<file path="config.mk">
export PLATFORM = sky130hd
export DESIGN_NAME = reaction_display
export DESIGN_NICKNAME = d
export VERILOG_FILES = /design/src/rtl/reaction_display.sv
export SDC_FILE = /design/constraint.sdc
export NUM_CORES = 1
export LEC_CHECK = 0
export CORE_AREA = 2 2 92 94
export CTS_BUF_LIST = sky130_fd_sc_hd__clkbuf_2
export DETAILED_ROUTE_END_ITERATION = 10
export DIE_AREA = 0 0 94 96
export PLACE_DENSITY = 0.82
export SKIP_LAST_GASP = 1
export SLEW_MARGIN = 20
export SYNTH_ARGS = -nofsm -noshare
export SYNTH_HDL_FRONTEND = slang
export SYNTH_SLANG_ARGS = --single-unit
</file>
<file path="constraint.sdc">
create_clock -name i_clk -period 3 [get_ports i_clk]
set_clock_uncertainty 0.2 [all_clocks]
set_input_delay 0.3 -clock i_clk [delete_from_list [all_inputs] [get_ports i_clk]]
set_output_delay 0.3 -clock i_clk [all_outputs]
set_load 0.05 [all_outputs]
</file>
<file path="src/rtl/reaction_display.sv">
// reaction_display: converts a binary ms value to BCD with a double-dabble FSM and
// scans four active-low 7-segment digits, with an alternative "HI" greeting.
module reaction_display #(
    parameter int REFRESH_BITS = 18
) (
    input  logic        i_clk,
    input  logic        i_rst_n,
    input  logic [13:0] i_display_val,
    input  logic        i_display_greeting,
    output logic [3:0]  o_an,
    output logic [7:0]  o_sseg,
    output logic        o_bcd_ready
);
    typedef enum logic [1:0] {IDLE, SHIFT, DONE} state_t;
    localparam logic [REFRESH_BITS-1:0] REFRESH_ONE = 1;

    state_t state;
    logic [13:0] val_clamp, last_val, bin;
    logic [15:0] bcd, bcd_adj, disp;
    logic [3:0] cnt, nib;
    logic primed, blank;
    logic [REFRESH_BITS-1:0] refresh;
    logic [1:0] d;
    logic [7:0] dig, seg;

    assign val_clamp = i_display_val > 14'd9999 ? 14'd9999 : i_display_val;

    for (genvar n = 0; n < 4; n++) begin : g_adj
        assign bcd_adj[4*n +: 4] = bcd[4*n +: 4] >= 4'd5 ? bcd[4*n +: 4] + 4'd3 : bcd[4*n +: 4];
    end

    always_ff @(posedge i_clk or negedge i_rst_n) begin
        if (!i_rst_n) begin
            state       <= IDLE;
            primed      <= 1'b0;
            last_val    <= '0;
            bin         <= '0;
            bcd         <= '0;
            cnt         <= '0;
            disp        <= '0;
            o_bcd_ready <= 1'b0;
        end else begin
            o_bcd_ready <= 1'b0;
            case (state)
                IDLE: if (!primed || val_clamp != last_val) begin
                    primed   <= 1'b1;
                    last_val <= val_clamp;
                    bin      <= val_clamp;
                    bcd      <= '0;
                    cnt      <= '0;
                    state    <= SHIFT;
                end
                SHIFT: begin
                    {bcd, bin} <= {bcd_adj[14:0], bin, 1'b0};
                    cnt        <= cnt + 4'd1;
                    state      <= cnt == 4'd13 ? DONE : SHIFT;
                end
                DONE: begin
                    disp        <= bcd;
                    o_bcd_ready <= 1'b1;
                    state       <= IDLE;
                end
                default: state <= IDLE;
            endcase
        end
    end

    assign d   = refresh[REFRESH_BITS-1 -: 2];
    assign nib = disp[{d, 2'b00} +: 4];

    // Leading-zero blanking: a digit is blank when it and every digit left of it are zero
    always_comb begin
        blank = d == 2'd3 ? disp[15:12] == 4'd0 :
                d == 2'd2 ? disp[15:8] == 8'd0 :
                d == 2'd1 ? disp[15:4] == 12'd0 : 1'b0;
        case (nib)
            4'd0:    dig = 8'hC0;
            4'd1:    dig = 8'hF9;
            4'd2:    dig = 8'hA4;
            4'd3:    dig = 8'hB0;
            4'd4:    dig = 8'h99;
            4'd5:    dig = 8'h92;
            4'd6:    dig = 8'h82;
            4'd7:    dig = 8'hF8;
            4'd8:    dig = 8'h80;
            4'd9:    dig = 8'h90;
            default: dig = 8'hFF;
        endcase
        seg = i_display_greeting ? (d == 2'd1 ? 8'h89 : d == 2'd0 ? 8'hF9 : 8'hFF) :
              blank ? 8'hFF : dig;
    end

    always_ff @(posedge i_clk or negedge i_rst_n) begin
        if (!i_rst_n) begin
            refresh <= '0;
            o_an    <= 4'hF;
            o_sseg  <= 8'hFF;
        end else begin
            refresh <= refresh + REFRESH_ONE;
            o_an    <= ~(4'b0001 << d);
            o_sseg  <= seg;
        end
    end
endmodule
</file>
==> results.toml <==
[sta]
rsz0062_at_grt = "false"
hold_viol = 0
hold_slack_ns = 0.03029
setup-violations-final = 0
layout_setup_ws_ns = 0.3692
drv_slew = 0
fin_tns_setup_ns = 0
fmax_ghz = 0.3801
slew_headroom = 0.4936
worstMarginPinSlew_ns = 0.7577
period_share = 0.8769
fin_crit_ns = 2.631

[floorplan]
std_cell_rows = 33
die_w_um = 94
dieHeight_um = 96
dieArea_um2 = 9024
initial_core_util = 0.5966
core_um2 = 8051
io_pins = 30

[global_route]
gr-usage-all-layers = 0.2308
overflow = 0
grt_pass1_wl_um = 16310
grt_max_degree = 51
antenna_found_initial = 0
first_global_vias = 3496

[cells_and_area]
fillers = 620
regArea_um2 = 2441
final_cell_area_um2 = 5468
area_growth_pct = 13.83
instances_no_fill = 616
fin_nets = 539
multi_input_area_um2 = 2192
layout_common_cells = "dfrtp_1, nand2_1, o21ai_0"
num_antenna_cells = 0
layout_commonest_cell = "dfrtp_1"
drive_gt1_frac = 0.1566

[setup_path]
critPathMaxFanout = 7
r2r_slack_ns = 0.56
cp-start-kind = "input port"
slowest_delay_ns = 0.57
required_ns = 3.25
cp-end-kind = "flop"
worstReg2RegStart = "last_val[9]"
crit_chain = "clkdlybuf4s50_1 -> or4_4 -> a211oi_1 -> o221ai_1 -> a21oi_1 -> a31oi_2 -> buf_4 -> and3_1 -> a221o_1"
worstSetupStartpoint = "i_display_val[6]"
critical_path_class = "input port to flop"
critPathArrivalTime_ns = 2.89
crit_slowest_cell = "or4_4"

[logic_synthesis]
async_flop_share = 1.000
syn_nets = 493
syn-instance-count = 460
synth-edff-count = 0
avgSynthCellArea_um2 = 10.44
ys_warn_count = 0
ys_ff_latch = 97
syn_area_um2 = 4803
synth_flop_cell = "dfrtp_1"
synth-seq-area-share = 0.5082
ys_types = 51

[flow_run]
maxCapViolCount = 0

[route]
wire_per_inst_um = 15.29
ant_nets = 0
dr.pass1.iters = 4
viasPerCell = 5.714
vias = 3520
drc = 0
wl_um = 9417
drt_iter0_drc = 238

[clock_tree]
root_buffer = "clkbuf_2"
cts_resized = 0
clock_sinks = 97
cts_tree = "yes"
clk_pin_slew_ns = 0.28
clock_latency_ns = 0.55
cts_buffers = 9
h-tree-depth = 3
cts_buffer_depth = 2

[placement]
port_buffers = 28
dpl_cell_area_um2 = 5353
hpwlAfterDp_um = 6885
preCtsSetupSlack_ns = -0.1897
placed_cells = 599
gp_congestion = 0.8868

[power_and_ir_drop]
max-vdd-ir-drop_uv = 409.9
p_per_area_nw_per_um2 = 876.3
leakagePower_nw = 2.466

[run_status]
status = "finished clean"

[worst_hold_path]
hp-class = "input port to async pin"
[cell usage after synthesis, drive strengths merged (6+ instances only)]
cell type | n | area, um^2
nor2 | 28 | 105.1
ha | 16 | 200.2
mux2 | 10 | 112.6
xor2 | 9 | 78.83
o22ai | 12 | 75.07
dfstp | 11 | 289.0
a221o | 6 | 60.06
or3 | 6 | 37.54
a21oi | 23 | 115.1
clkbuf | 16 | 60.06
dfrtp | 86 | 2152
xnor2 | 23 | 201.4
nand4 | 7 | 43.79
nor4 | 7 | 58.81
inv | 22 | 82.58
nand2 | 42 | 157.7
nand2b | 8 | 50.05
nand3 | 10 | 50.05
nor2b | 6 | 37.54
mux2i | 6 | 60.06
and2 | 7 | 43.79
or2 | 6 | 37.54
and3 | 6 | 37.54
a21o | 9 | 67.56
o21ai | 33 | 165.2
[through the flow]
| step | total power [mW] | utilization |
|---|---|---|
| 3_5_place_dp | 4.217 | 0.6648 |
| 3_3_place_gp | 4.085 | 0.6648 |
| 5_1_grt | 5.164 | 0.6791 |
| 2_1_floorplan | 3.554 | - |
| 6_report | 4.791 | 0.6791 |
| 4_1_cts | 4.817 | 0.6791 |
[logic make-up after synthesis]
family                     Yosys count  synth area share
and+or+nand+nor                    139            0.1482
AOI/OAI and AO/OA                  112            0.1526
DFF                                 97            0.5082
buffers and inverters               43           0.03543
xor gates and xnor gates            32           0.05835
muxes                               20           0.05470
adders and majority gates           16           0.04168
other                                1         0.0007807
[worst paths after layout]
path / to / cells after the start
worst max register to register: bin[6] / 8
max in group asynchronous: bin[0] / 3
worst min-delay path: bcd[1] / 2
worst max-delay path: bin[6] / 9
min in group i_clk: o_sseg[4] / 3
worst min register to register: refresh[15] / 1
[what timing repair did]
item / CTS / global route
buffers inserted: 0 / 0
hold buffers: 1 / 0
hold endpoints to repair: 91 / 0
[critical path, delay by kind of cell]
kind            cells  cell delay [ns]
compound gates      5             1.20
buf+inv             2             0.61
simple gates        2             0.77
[where the power goes]
group | switching [mW] | internal, mW | leakage, nW
sequential | 0.357 | 1.75 | 1.20
clock | 0.465 | 0.127 | 0.0707
combinational | 1.14 | 0.949 | 1.20
total | 1.97 | 2.82 | 2.47
[routing by layer]
metal  GRT usage  part of all wire  up-vias
met4     0.09058             0.012        0
li1            -                 -     1718
met1      0.3030              0.45     1732
met2      0.3929              0.51       61
met3     0.03132             0.026        9
met5           0                 0        -
[cell type report]
class / count / share of cell area
flip-flops and latches: 97 / 0.4465
multi-input cells: 320 / 0.4009
repair buffers: 56 / 0.09428
well taps: 105 / 0.02403
inverters: 22 / 0.01510
clock inverters: 7 / 0.01098
clock buffers: 9 / 0.008238
[state kept, by name, indices dropped and copies added, names as in the netlist, 2 cells and up]
register / flops
bin: 14
o_an: 4
cnt: 4
refresh: 18
o_sseg: 7
bcd: 16
last_val: 14
state: 2
disp: 16
Note: power is estimated with default switching activity, not from simulation.
